<file path="config.mk">
export PLATFORM = sky130hd
export DESIGN_NAME = fetch_buffer_flat
export DESIGN_NICKNAME = d
export VERILOG_FILES = /design/src/rtl/fetch_buffer_pkg.sv /design/src/rtl/fetch_buffer_if.sv /design/src/rtl/fetch_buffer_ram.sv /design/src/rtl/fetch_buffer.sv /design/src/flat_wrapper.sv
export SDC_FILE = /design/constraint.sdc
export NUM_CORES = 1
export LEC_CHECK = 0
export ABC_AREA = 1
export BUFFER_PORTS_ARGS = -buffer_cell sky130_fd_sc_hd__buf_2
export CAP_MARGIN = 30
export CORE_MARGIN = 2
export CORE_UTILIZATION = 58
export DETAILED_ROUTE_END_ITERATION = 8
export MAX_ROUTING_LAYER = met4
export PLACE_DENSITY_LB_ADDON = 0.25
export SYNTH_ARGS = -nofsm -noshare
export SYNTH_HDL_FRONTEND = slang
export SYNTH_HIERARCHICAL = 1
export SYNTH_SLANG_ARGS = --single-unit
</file>
<file path="constraint.sdc">
create_clock -name clock -period 9.6 [get_ports clock]
set_input_delay 2.4 -clock clock [delete_from_list [all_inputs] [get_ports clock]]
set_output_delay 2.4 -clock clock [all_outputs]
set_load 0.01 [all_outputs]
</file>
<file path="src/rtl/fetch_buffer_pkg.sv">
// Shared CPU front-end constants and the {pc, instr} entry type used by the fetch buffer.
package fetch_buffer_pkg;

   localparam int PC_WIDTH = 32;
   localparam int PC_STEP  = 4;
   localparam int FB_DEPTH = 4;
   localparam int FB_WIDTH = PC_WIDTH;

   typedef struct packed {
      logic [FB_WIDTH-1:0] pc;
      logic [FB_WIDTH-1:0] instr;
   } fb_entry_t;

endpackage

</file>
<file path="src/rtl/fetch_buffer_if.sv">
// Fetch-to-decode handshake bundle: fetch side (in_*), decode side (out_*), redirect flush.
interface fetch_buffer_if
   import fetch_buffer_pkg::*;
#(
   parameter int DEPTH = FB_DEPTH,
   parameter int WIDTH = FB_WIDTH
);
   logic [WIDTH-1:0]         in_pc;
   logic [WIDTH-1:0]         in_instr;
   logic                     in_valid;
   logic                     in_ready;
   logic                     pc_stall;
   logic [WIDTH-1:0]         out_pc;
   logic [WIDTH-1:0]         out_instr;
   logic                     out_valid;
   logic                     out_ready;
   logic                     flush;
   logic [$clog2(DEPTH):0]   count;

   modport master (
      output in_pc, in_instr, in_valid, out_ready, flush,
      input  in_ready, pc_stall, out_pc, out_instr, out_valid, count
   );

   modport slave (
      input  in_pc, in_instr, in_valid, out_ready, flush,
      output in_ready, pc_stall, out_pc, out_instr, out_valid, count
   );
endinterface

</file>
<file path="src/rtl/fetch_buffer_ram.sv">
// Entry storage: one synchronous write port, one asynchronous read port, contents not reset.
module fetch_buffer_ram #(
   parameter int DEPTH = 4,
   parameter int DW    = 64
) (
   input  logic                     clock,
   input  logic                     wr_en,
   input  logic [$clog2(DEPTH)-1:0] wr_addr,
   input  logic [DW-1:0]            wr_data,
   input  logic [$clog2(DEPTH)-1:0] rd_addr,
   output logic [DW-1:0]            rd_data
);
   logic [DW-1:0] mem_q [DEPTH];

   always_ff @(posedge clock) begin
      if (wr_en) mem_q[wr_addr] <= wr_data;
   end

   assign rd_data = mem_q[rd_addr];
endmodule

</file>
<file path="src/rtl/fetch_buffer.sv">
// Fetch buffer between PC/imem and decode: FIFO of {pc, instr} with flush and PC stall.
module fetch_buffer
   import fetch_buffer_pkg::*;
#(
   parameter int DEPTH = FB_DEPTH,
   parameter int WIDTH = FB_WIDTH
) (
   input  logic          clock,
   input  logic          reset,
   fetch_buffer_if.slave bus
);
   localparam int AW = $clog2(DEPTH);
   localparam int CW = AW + 1;

   logic [AW-1:0]      head_q, head_d, tail_q, tail_d;
   logic [CW-1:0]      count_q, count_d;
   logic               full, empty, enq, deq;
   logic [2*WIDTH-1:0] rd_data;

   // Ready/valid come from the registered count only, so out_ready never reaches in_ready.
   assign full  = (count_q == CW'(DEPTH));
   assign empty = (count_q == '0);
   assign enq   = bus.in_valid && !full && !bus.flush;
   assign deq   = bus.out_ready && !empty && !bus.flush;

   always_comb begin
      head_d  = head_q;
      tail_d  = tail_q;
      count_d = count_q;
      if (bus.flush) begin
         head_d  = '0;
         tail_d  = '0;
         count_d = '0;
      end else begin
         if (enq) tail_d = tail_q + AW'(1);
         if (deq) head_d = head_q + AW'(1);
         case ({enq, deq})
            2'b10:   count_d = count_q + CW'(1);
            2'b01:   count_d = count_q - CW'(1);
            default: count_d = count_q;
         endcase
      end
   end

   always_ff @(posedge clock) begin
      if (reset) begin
         head_q  <= '0;
         tail_q  <= '0;
         count_q <= '0;
      end else begin
         head_q  <= head_d;
         tail_q  <= tail_d;
         count_q <= count_d;
      end
   end

   fetch_buffer_ram #(
      .DEPTH (DEPTH),
      .DW    (2*WIDTH)
   ) u_ram (
      .clock   (clock),
      .wr_en   (enq),
      .wr_addr (tail_q),
      .wr_data ({bus.in_pc, bus.in_instr}),
      .rd_addr (head_q),
      .rd_data (rd_data)
   );

   // Storage is never reset, so the head is masked while empty.
   assign bus.out_pc    = empty ? '0 : rd_data[2*WIDTH-1 -: WIDTH];
   assign bus.out_instr = empty ? '0 : rd_data[WIDTH-1:0];
   assign bus.out_valid = !empty;
   assign bus.in_ready  = !full;
   assign bus.pc_stall  = full;
   assign bus.count     = count_q;
endmodule

</file>
<file path="src/flat_wrapper.sv">
// flat-port wrapper written by rule: the top's interface ports become plain ports
module fetch_buffer_flat import fetch_buffer_pkg::*;
#(
   parameter int DEPTH = FB_DEPTH,
   parameter int WIDTH = FB_WIDTH
)
  (clock, reset, bus_in_pc, bus_in_instr, bus_in_valid, bus_out_ready, bus_flush, bus_in_ready, bus_pc_stall, bus_out_pc, bus_out_instr, bus_out_valid, bus_count);
  fetch_buffer_if #(.DEPTH(DEPTH), .WIDTH(WIDTH)) bus_i ();
  input  logic clock;
  input  logic reset;
  input wire logic [$bits(bus_i.in_pc)-1:0] bus_in_pc;
  input wire logic [$bits(bus_i.in_instr)-1:0] bus_in_instr;
  input wire logic [$bits(bus_i.in_valid)-1:0] bus_in_valid;
  input wire logic [$bits(bus_i.out_ready)-1:0] bus_out_ready;
  input wire logic [$bits(bus_i.flush)-1:0] bus_flush;
  output wire logic [$bits(bus_i.in_ready)-1:0] bus_in_ready;
  output wire logic [$bits(bus_i.pc_stall)-1:0] bus_pc_stall;
  output wire logic [$bits(bus_i.out_pc)-1:0] bus_out_pc;
  output wire logic [$bits(bus_i.out_instr)-1:0] bus_out_instr;
  output wire logic [$bits(bus_i.out_valid)-1:0] bus_out_valid;
  output wire logic [$bits(bus_i.count)-1:0] bus_count;
  assign bus_i.in_pc = bus_in_pc;
  assign bus_i.in_instr = bus_in_instr;
  assign bus_i.in_valid = bus_in_valid;
  assign bus_i.out_ready = bus_out_ready;
  assign bus_i.flush = bus_flush;
  assign bus_in_ready = bus_i.in_ready;
  assign bus_pc_stall = bus_i.pc_stall;
  assign bus_out_pc = bus_i.out_pc;
  assign bus_out_instr = bus_i.out_instr;
  assign bus_out_valid = bus_i.out_valid;
  assign bus_count = bus_i.count;
  fetch_buffer #(.DEPTH(DEPTH), .WIDTH(WIDTH)) u_core (.clock(clock), .reset(reset), .bus(bus_i));
endmodule
</file>
==> results.yml <==
clock_network:
  post_cts_resized: 0
  clk_latency_ps: 520
  cts_root_buffer: "clkbuf_16"
  htreeDepth: 1
  post-cts-setup-buffer-count: 0
  cts_tree: "built"
  clk_pin_slew_ps: 60
  clockBufferDepth: 3
  postCtsHoldBufs: 0
  cts.sinks: 263
  numCtsBuffers: 26
power:
  p_clk_frac: 0.419
  switching_power_mw: 0.484
  pwr-share-comb: 0.052
  vdd_drop_max_mv: 0.142
  p_total_mw: 2.43
  sequentialPowerShare: 0.529
  p_int_mw: 1.95
  p_per_area_nw_per_um2: 180
  p_leak_nw: 6.60
  swShare: 0.199
timing:
  setup_tns_ps: 0
  hold_viol_final: 0
  rsz0062_at_grt: "false"
  finClkSkew_ps: 7.07
  setup_violations: 0
  slew_headroom: 0.347
  finalCritPeriodShare: 0.540
  tightest_slew_ps: 980
  drv_slew: 0
  fmax_mhz: 193
  min_period_ps: 5190
hold_path:
  hold_class: "reg -> reg"
finish:
  final_common_cell: "inv_1"
  fin_nets: 1405
  layout_common_cells: "inv_1, nand2_1, edfxtp_1"
  area_growth_pct: 15.0
  drive_above_1_share: 0.147
  num-fill-cells: 1497
placement:
  io_buffer_count: 138
  hpwlAfterDp_um: 12500
  gp_congestion: 0.738
global_routing:
  antenna_found_initial: 1
  grt_start_max_net_pins: 79
  track_usage: 0.223
  gr-usage-met3: 0.0378
  grt_pass1_vias: 7510
  use_met1: 0.274
  grt_first_pass_wirelength_um: 37100
  grt-ovfl-total: 0
  grt.met2_usage: 0.391
  top_usage_layer: "met2"
drt:
  wl_per_cell_um: 14.1
  wl_um: 22900
  vias_per_cell: 4.80
  via_count: 7758
  drt_iter0_drc: 468
  drtAntennaViolNets: 0
  dr.pass1.iters: 5
  drc_errors: 0
critical_path:
  crit_required_ps: 7200
  cp-start-kind: "flip-flop"
  worstSetupPathType: "reg -> out"
  crit_path_end_kind: "primary output"
  worstPathArrival_ps: 2790
  cp_max_fo: 62
yosys:
  synth.net_count: 1275
  ys_seq_area_frac: 0.668
  yosys_warnings: 6
  synth.distinct_cells: 23
  syn_avg_cell_area_um2: 9.73
  netlist_area_um2: 11700
  ys_ff_latch: 263
  syn_inst: 1204
floorplan:
  die-area_um2: 21400
  boundaryPins: 139
  rows: 51
  die_y_um: 146
  die_w_um: 146
  initial_core_util: 0.596
  core_area_um2: 19700
flow_run:
  drv_cap: 0
outcome:
  status: "finished, final reports clean"
[per-stage QoR]
step / std cells / setup WS, ps / cell area (um2) / util / hold WS [ps]
after floorplan: 1204 / 2030 / 11700 / - / 474
after global placement: 1568 / 4860 / 12500 / 0.637 / 479
after detailed placement: 1570 / 4890 / 12600 / 0.640 / 493
after CTS: 1614 / 4370 / 13500 / 0.684 / 508
after global routing: 1616 / 4170 / 13500 / 0.686 / 543
final: 1616 / 4410 / 13500 / 0.686 / 512
[final timing paths]
path / startpoint / endpoint / slack [ps] / cells past startpoint
setup / recovery: u_core/head_q[0] / bus_out_pc[14] / 4410 / 9
hold / removal: u_core/bus.count[0] / u_core/bus.count[0] / 510 / 1
setup reg to reg: u_core/bus.count[0] / u_core/u_ram/mem_q[1][48] / 6690 / 7
hold reg to reg: u_core/bus.count[0] / u_core/bus.count[0] / 510 / 1
[metal layers]
metal	vias up	routed length (um)
li1	3925	-
met1	3595	9370
met2	203	11600
met3	35	1470
met4	0	429
met5	-	0
[cell families (layout without fill, tap and decap cells)]
kind of cell | after synthesis | in the layout | synth area share
xor gates and xnor gates | 1 | 1 | 0.000748
DFF | 263 | 263 | 0.668
adders and majority gates | 2 | 2 | 0.00278
and+or+nand+nor | 545 | 545 | 0.191
buffers and inverters | 387 | 533 | 0.135
other | 0 | 1 | 0
AOI/OAI and AO/OA | 6 | 6 | 0.00256
[final cells by class]
cell class | count | area (um2) | area share
Inverter | 340 | 1280 | 0.0952
Antenna cell | 1 | 2.50 | 0.000186
Tap cell | 265 | 332 | 0.0246
Clock buffer | 36 | 759 | 0.0563
Sequential cell | 263 | 7830 | 0.581
Timing Repair Buffer | 149 | 833 | 0.0618
Clock inverter | 8 | 109 | 0.00807
Multi-Input combinational cell | 554 | 2330 | 0.173
[registers in the layout (all words and copies together) (netlist names)]
| signal | count |
|---|---|
| u_core/u_ram/mem_q | 256 |
| u_core/bus.count | 3 |
| u_core/head_q | 2 |
| u_core/tail_q | 2 |
[critical path, cell delays in order (launching register included)]
cell and delay, ps:
dfxtp_4 740, inv_4 200, buf_4 370, buf_16 280, nand2_1 100, nand3_1 70, nand2_1 100, inv_1 40
nor2_1 150, buf_2 160
[cells in the mapped netlist]
master | count | area share
edfxtp_1 | 256 | 0.66
fa_1 | 1 | 0.0017
nor3_1 | 4 | 0.0017
buf_6 | 6 | 0.0058
xor2_1 | 1 | 0.00075
buf_4 | 14 | 0.0090
ha_1 | 1 | 0.0011
clkbuf_1 | 4 | 0.0013
dfxtp_1 | 7 | 0.012
nor2_2 | 4 | 0.0021
nand2_1 | 332 | 0.11
a21oi_1 | 4 | 0.0017
o21ai_0 | 2 | 0.00085
inv_1 | 337 | 0.11
nor2_1 | 70 | 0.022
inv_2 | 2 | 0.00064
nand3_1 | 132 | 0.056
buf_2 | 21 | 0.0090
nand2_2 | 1 | 0.00053
buf_1 | 2 | 0.00064
nand4_1 | 1 | 0.00053
inv_6 | 1 | 0.00075
nand3_2 | 1 | 0.00085
[power by group through the flow]
stage	Sequential, mW	Combinational, mW	Clock [mW]
2_1_floorplan	1.31	0.0762	0
3_3_place_gp	1.31	0.124	0
3_5_place_dp	1.31	0.128	0
4_1_cts	1.29	0.129	1.04
5_1_grt	1.29	0.145	1.08
6_report	1.29	0.127	1.02
Power figures use the tool's default switching activity.
